<file path="src/rtl/spike_synapse_if.sv">
// Spike-synapse bus: spike input, weight and decay control from the source side,
// synaptic current, refractory flag and debug counters back from the synapse.
interface spike_synapse_if;
    logic       spike_in;
    logic [7:0] weight;
    logic [2:0] decay_shift;
    logic [7:0] i_syn;
    logic       refrac;
    logic [7:0] dropped;
    logic [7:0] rate_out;
    logic       rate_valid;

    modport master (
        output spike_in, weight, decay_shift,
        input  i_syn, refrac, dropped, rate_out, rate_valid
    );

    modport slave (
        input  spike_in, weight, decay_shift,
        output i_syn, refrac, dropped, rate_out, rate_valid
    );
endinterface

</file>
<file path="src/rtl/spike_synapse.sv">
// Spike synapse: turns spike_in rising edges into an 8-bit decaying, saturating synaptic
// current, enforces a refractory lockout after each accepted spike, counts rejected
// spikes and reports the accepted-spike rate over a fixed window.
module spike_synapse #(
    parameter int DECAY_DIV = 16,   // cycles between decay ticks (>=1)
    parameter int REFRAC    = 4,    // lockout cycles after an accepted spike
    parameter int WINDOW    = 1000  // rate window length in cycles (>=2)
) (
    input logic            clk,
    input logic            reset,
    spike_synapse_if.slave bus
);

    localparam int PW = (DECAY_DIV > 1) ? $clog2(DECAY_DIV) : 1;
    localparam int RW = (REFRAC > 1) ? $clog2(REFRAC) : 1;
    localparam int WW = $clog2(WINDOW);

    localparam logic [PW-1:0] PRE_LAST  = PW'(DECAY_DIV - 1);
    localparam logic [RW-1:0] RCNT_LOAD = (REFRAC > 0) ? RW'(REFRAC - 1) : '0;
    localparam logic [WW-1:0] WIN_LAST  = WW'(WINDOW - 1);

    typedef enum logic {
        READY      = 1'b0,
        REFRACTORY = 1'b1
    } state_t;

    state_t          state, next_state;
    logic            spike_d;
    logic            ev;
    logic [PW-1:0]   pcnt;
    logic            tick;
    logic [RW-1:0]   rcnt, rcnt_next;
    logic            accept;
    logic            reject;
    logic [7:0]      acc, acc_next;
    logic [7:0]      dec;
    logic signed [9:0] sum;
    logic [7:0]      dropped;
    logic [WW-1:0]   wcnt;
    logic [7:0]      scnt, scnt_inc;
    logic [7:0]      rate_out;
    logic            rate_valid;

    assign ev   = bus.spike_in & ~spike_d;
    assign tick = (pcnt == PRE_LAST);

    // Delay the spike line by one cycle for rising-edge detection.
    // NOTE: sequential state uses non-blocking assignments so every register samples
    // pre-edge values regardless of block ordering.
    always_ff @(posedge clk or posedge reset) begin
        if (reset) spike_d <= 1'b0;
        else       spike_d <= bus.spike_in;
    end

    // Decay prescaler: free-running 0..DECAY_DIV-1, tick on the last count.
    always_ff @(posedge clk or posedge reset) begin
        if (reset)     pcnt <= '0;
        else if (tick) pcnt <= '0;
        else           pcnt <= pcnt + PW'(1);
    end

    // FSM state and refractory counter registers.
    always_ff @(posedge clk or posedge reset) begin
        if (reset) begin
            state <= READY;
            rcnt  <= '0;
        end else begin
            state <= next_state;
            rcnt  <= rcnt_next;
        end
    end

    // FSM next state: accept edges in READY, reject them while locked out.
    // NOTE: every output of this block gets a default first, so no path leaves a
    // signal unassigned and no latch is inferred.
    always_comb begin
        next_state = state;
        rcnt_next  = rcnt;
        accept     = 1'b0;
        reject     = 1'b0;
        case (state)
            READY: begin
                if (ev) begin
                    accept = 1'b1;
                    if (REFRAC > 0) begin
                        next_state = REFRACTORY;
                        rcnt_next  = RCNT_LOAD;
                    end
                end
            end
            REFRACTORY: begin
                reject = ev;
                if (rcnt == '0) next_state = READY;
                else            rcnt_next  = rcnt - RW'(1);
            end
            default: next_state = READY;
        endcase
    end

    // Accumulator update: decay first, then add the weight, clamp to 0..255.
    always_comb begin
        dec = '0;
        if (tick && (bus.decay_shift != 3'd0)) dec = acc >> bus.decay_shift;
        sum = $signed({2'b00, acc}) - $signed({2'b00, dec});
        if (accept) sum = sum + $signed({{2{bus.weight[7]}}, bus.weight});
        if (sum < 10'sd0)        acc_next = 8'd0;
        else if (sum > 10'sd255) acc_next = 8'hFF;
        else                     acc_next = sum[7:0];
    end

    // Accumulator register drives i_syn directly.
    always_ff @(posedge clk or posedge reset) begin
        if (reset) acc <= 8'd0;
        else       acc <= acc_next;
    end

    // Saturating count of spikes rejected during refractory.
    always_ff @(posedge clk or posedge reset) begin
        if (reset)                         dropped <= 8'd0;
        else if (reject && dropped != 8'hFF) dropped <= dropped + 8'd1;
    end

    // Spike count including the current cycle's accepted edge, saturating.
    always_comb begin
        scnt_inc = scnt;
        if (accept && scnt != 8'hFF) scnt_inc = scnt + 8'd1;
    end

    // Rate window: publish the count at the last window cycle and restart.
    always_ff @(posedge clk or posedge reset) begin
        if (reset) begin
            wcnt       <= '0;
            scnt       <= 8'd0;
            rate_out   <= 8'd0;
            rate_valid <= 1'b0;
        end else if (wcnt == WIN_LAST) begin
            wcnt       <= '0;
            scnt       <= 8'd0;
            rate_out   <= scnt_inc;
            rate_valid <= 1'b1;
        end else begin
            wcnt       <= wcnt + WW'(1);
            scnt       <= scnt_inc;
            rate_valid <= 1'b0;
        end
    end

    assign bus.i_syn      = acc;
    assign bus.refrac     = (state == REFRACTORY);
    assign bus.dropped    = dropped;
    assign bus.rate_out   = rate_out;
    assign bus.rate_valid = rate_valid;

endmodule
</file>
<file path="src/flat_wrapper.sv">
// flat-port wrapper written by rule: the top's interface ports become plain ports
module spike_synapse_flat 
#(
    parameter int DECAY_DIV = 16,                                      
    parameter int REFRAC    = 4,                                             
    parameter int WINDOW    = 1000                                       
)
  (clk, reset, bus_spike_in, bus_weight, bus_decay_shift, bus_i_syn, bus_refrac, bus_dropped, bus_rate_out, bus_rate_valid);
  spike_synapse_if bus_i ();
  input logic clk;
  input logic reset;
  input wire logic [$bits(bus_i.spike_in)-1:0] bus_spike_in;
  input wire logic [$bits(bus_i.weight)-1:0] bus_weight;
  input wire logic [$bits(bus_i.decay_shift)-1:0] bus_decay_shift;
  output wire logic [$bits(bus_i.i_syn)-1:0] bus_i_syn;
  output wire logic [$bits(bus_i.refrac)-1:0] bus_refrac;
  output wire logic [$bits(bus_i.dropped)-1:0] bus_dropped;
  output wire logic [$bits(bus_i.rate_out)-1:0] bus_rate_out;
  output wire logic [$bits(bus_i.rate_valid)-1:0] bus_rate_valid;
  assign bus_i.spike_in = bus_spike_in;
  assign bus_i.weight = bus_weight;
  assign bus_i.decay_shift = bus_decay_shift;
  assign bus_i_syn = bus_i.i_syn;
  assign bus_refrac = bus_i.refrac;
  assign bus_dropped = bus_i.dropped;
  assign bus_rate_out = bus_i.rate_out;
  assign bus_rate_valid = bus_i.rate_valid;
  spike_synapse #(.DECAY_DIV(DECAY_DIV), .REFRAC(REFRAC), .WINDOW(WINDOW)) u_core (.clk(clk), .reset(reset), .bus(bus_i));
endmodule
</file>
<file path="config.mk">
export PLATFORM = sky130hd
export DESIGN_NAME = spike_synapse_flat
export DESIGN_NICKNAME = d
export VERILOG_FILES = /design/src/rtl/spike_synapse_if.sv /design/src/rtl/spike_synapse.sv /design/src/flat_wrapper.sv
export SDC_FILE = /design/constraint.sdc
export NUM_CORES = 1
export LEC_CHECK = 0
export ABC_AREA = 1
export CORE_MARGIN = 8
export CORE_UTILIZATION = 61
export CTS_CLUSTER_DIAMETER = 80
export DETAILED_ROUTE_END_ITERATION = 6
export PLACE_DENSITY = 0.84
export SYNTH_ARGS = -nofsm -noshare
export SYNTH_HDL_FRONTEND = slang
export SYNTH_SLANG_ARGS = --single-unit
</file>
<file path="constraint.sdc">
create_clock -name clk -period 10.2 [get_ports clk]
set_clock_uncertainty 0.15 [all_clocks]
set_input_delay 2.04 -clock clk [delete_from_list [all_inputs] [get_ports clk]]
set_output_delay 2.04 -clock clk [all_outputs]
set_load 0.02 [all_outputs]
</file>
==> flow_summary.json <==
{
  "ant_nets": 0,
  "synth_mux_area_frac": 0,
  "cts_buffers": 5,
  "cp-end-kind": "flip-flop",
  "setup_ws_ps": 4577,
  "rsz0062_at_grt": "no",
  "finalHoldViolations": 0,
  "path_max_fanout": 13,
  "synthAdderAreaFrac": 0.09377,
  "ir_worst_vdd_v": 0.0001608,
  "synth_simple_gate_area_frac": 0.3092,
  "period_needed_ps": 5623,
  "routed_wl_mm": 7.515,
  "place_congestion": 0.9502,
  "wl_per_cell_um": 12.50,
  "hp-class": "reg2reg",
  "start_util": 0.6349,
  "clock_tree.root_cell": "clkbuf_8",
  "io_buffers": 39,
  "rr_endpoint": "u_core.bus.i_syn[6]$_DFF_PP0_",
  "die_h_um": 91.70,
  "syn_area_um2": 3496,
  "hold_depth": 2,
  "synth_area_leader_cell": "dfrtp_1",
  "pre_cts_slack_ps": 4266,
  "worst_pin_slew_ps": 1011,
  "ff2ff_setup_slack_ps": 6440,
  "clock_path_buffers": 2,
  "ys.flop_type": "dfrtp_1",
  "syn_nets": 526,
  "boundaryPins": 40,
  "cts.sinks": 51,
  "ff2ff_path_depth": 24,
  "hold_path_startpoint": "u_core.bus.rate_out[3]$_DFFE_PP0P_",
  "grt_max_degree": 52,
  "drtPass1Iterations": 4,
  "clk_pin_slew_ps": 90,
  "power_density_nw_per_um2": 238.7,
  "rr_startpoint": "u_core.pcnt[0]$_DFF_PP0_",
  "clk_latency_ps": 310,
  "first_global_vias": 3152,
  "vias": 3129,
  "cts_resized": 0,
  "synth_top_family_by_area": "simple AND/OR/NAND/NOR gates",
  "die_area_um2": 8409,
  "hold_end": "u_core.bus.rate_out[3]$_DFFE_PP0P_",
  "fin_nets": 568,
  "maxCapViolCount": 0,
  "fin_crit_sh": 0.5513,
  "synth_most_common_cell": "nand2_1",
  "crit_required_ps": 10290,
  "max_freq_mhz": 177.8,
  "cts_tree": "built",
  "fp.dieW_um": 91.70,
  "fin_tns_setup_ps": 0,
  "ys_seq_area_frac": 0.3651,
  "critical_path_class": "in2reg",
  "cts_setup_buffers": 0,
  "coreArea_um2": 5507,
  "n_antenna_cell": 0,
  "grt_pass1_wl_mm": 13.45,
  "vias_per_cell": 5.206,
  "syn2layout_area_growth_pct": 15.68,
  "synth_compound_area_frac": 0.07946,
  "layout-drive-gt1-share": 0.04726,
  "post-route-cell-area_um2": 4044,
  "synth_seq_cells": 51,
  "slew-limit-headroom": 0.3248,
  "arrival_ps": 5710,
  "hpwl_mm": 5.892,
  "cts_htree_levels": 2,
  "postPlaceCellArea_um2": 3938,
  "grt_overflow": 0,
  "status": "finished, final reports clean",
  "rows": 27,
  "finalSetupViolCount": 0,
  "synth_xor_area_frac": 0.04510,
  "drv_slew": 0,
  "yosys.area.top_type_share": 0.3651,
  "avgSynthCellArea_um2": 7.178,
  "hold_buffers": 0,
  "first_iter_violations": 109,
  "synthTopCellsByArea": "dfrtp_1, nand2_1, inv_1",
  "ys_warn_count": 0,
  "synthCells": 487,
  "async_reset_ff_frac": 1.000,
  "drc": 0,
  "grt_antenna_before_repair": 0,
  "yosysUniqueCellTypes": 35,
  "power.leakage_nw": 2.169,
  "synthTopCellsByCount": "nand2_1, inv_1, dfrtp_1, nand3_1, nor2_1",
  "start_kind": "primary input",
  "grt_usage": 0.1888,
  "synth-edff-count": 0
}
==> worst max-delay path, cell delays in order <==
cell,delay (ps)
clkdlybuf4s50_1,700
inv_1,150
o21ai_0,260
nand2_1,80
nand2_1,70
inv_1,40
a21oi_1,270
inv_1,80
ha_1,290
nand3_1,90
nand2_1,90
xnor2_1,250
inv_1,80
ha_1,340
a21oi_1,160
nand2_1,110
nand2_1,100
nand2_1,60
nand2_1,70
nand3_2,140
inv_1,120
nor2_1,50
nor2_1,80
==> state kept, by name, indices dropped and copies added, names as in the netlist <==
name / cells
u_core.bus.dropped: 8
u_core.spike_d: 1
u_core.bus.i_syn: 8
u_core.pcnt: 4
u_core.rcnt: 2
u_core.bus.rate_out: 8
u_core.wcnt: 10
u_core.bus.refrac: 1
u_core.scnt: 8
u_core.bus.rate_valid: 1
==> kinds of logic after synthesis <==
logic type,after synthesis
flip-flops,51
AND/OR/NAND/NOR,251
buffers and inverters,92
XOR/XNOR,18
adder cells (fa/ha/maj),25
other,1
AO/OA/AOI/OAI,49
==> metal layers <==
layer  track usage  vias to the layer above  part of all wire
li1              -                     1614                 -
met1        0.2111                     1427              0.43
met2        0.3445                       72              0.50
met3       0.03830                       16             0.044
met4       0.07114                        0             0.021
met5             0                        -                 0
==> where the power goes <==
group / total (mW) / internal [mW] / switching (mW)
Combinational: 0.547 / 0.212 / 0.335
Clock: 0.135 / 0.0716 / 0.0634
Sequential: 0.283 / 0.241 / 0.0416
Total: 0.965 / 0.525 / 0.440
==> metrics by stage <==
stage | power, mW | hold slack (ps) | cells | utilization
after floorplan | 0.6837 | 308.1 | 487 | -
after global placement | 0.8125 | 315.9 | 594 | 0.7151
after detailed placement | 0.8288 | 314.9 | 594 | 0.7151
after CTS | 0.9700 | 339.1 | 601 | 0.7344
after global routing | 1.065 | 371.7 | 601 | 0.7344
final | 0.9652 | 333.1 | 601 | 0.7344
==> layout by cell type, fill, tap and decap left out, drive strengths merged, types with 2 or more instances in the layout <==
| cell | count |
|---|---|
| nand3 | 45 |
| nor3 | 8 |
| clkdlybuf4s50 | 39 |
| a21oi | 17 |
| fa | 2 |
| or2 | 2 |
| nor2 | 39 |
| ha | 23 |
| and2 | 3 |
| inv | 88 |
| nand4 | 4 |
| o211ai | 4 |
| xor2 | 13 |
| dfrtp | 51 |
| clkbuf | 5 |
| xnor2 | 5 |
| o21ai | 23 |
| nand2 | 149 |
==> cell type report <==
class | instances | area (um2)
flip-flops and latches | 51 | 1276
inverters | 88 | 332.8
well taps | 72 | 90.09
repair buffers | 39 | 390.4
fillers | 457 | 1463
multi-input cells | 344 | 1848
clock buffers | 5 | 68.82
clock inverters | 2 | 37.54
==> worst max path at each step <==
stage,start,end,slack [ps],depth (start not counted)
6_report,bus_decay_shift[0],u_core.bus.i_syn[6]$_DFF_PP0_,4580,23
4_1_cts,bus_decay_shift[0],u_core.bus.i_syn[6]$_DFF_PP0_,4560,23
5_1_grt,bus_decay_shift[0],u_core.bus.i_syn[5]$_DFF_PP0_,4130,25
3_3_place_gp,bus_decay_shift[0],u_core.bus.i_syn[6]$_DFF_PP0_,4370,22
2_1_floorplan,bus_decay_shift[0],u_core.bus.i_syn[5]$_DFF_PP0_,5260,21
3_5_place_dp,bus_decay_shift[0],u_core.bus.i_syn[6]$_DFF_PP0_,4270,22
Note: power is estimated with default switching activity, not from simulation.
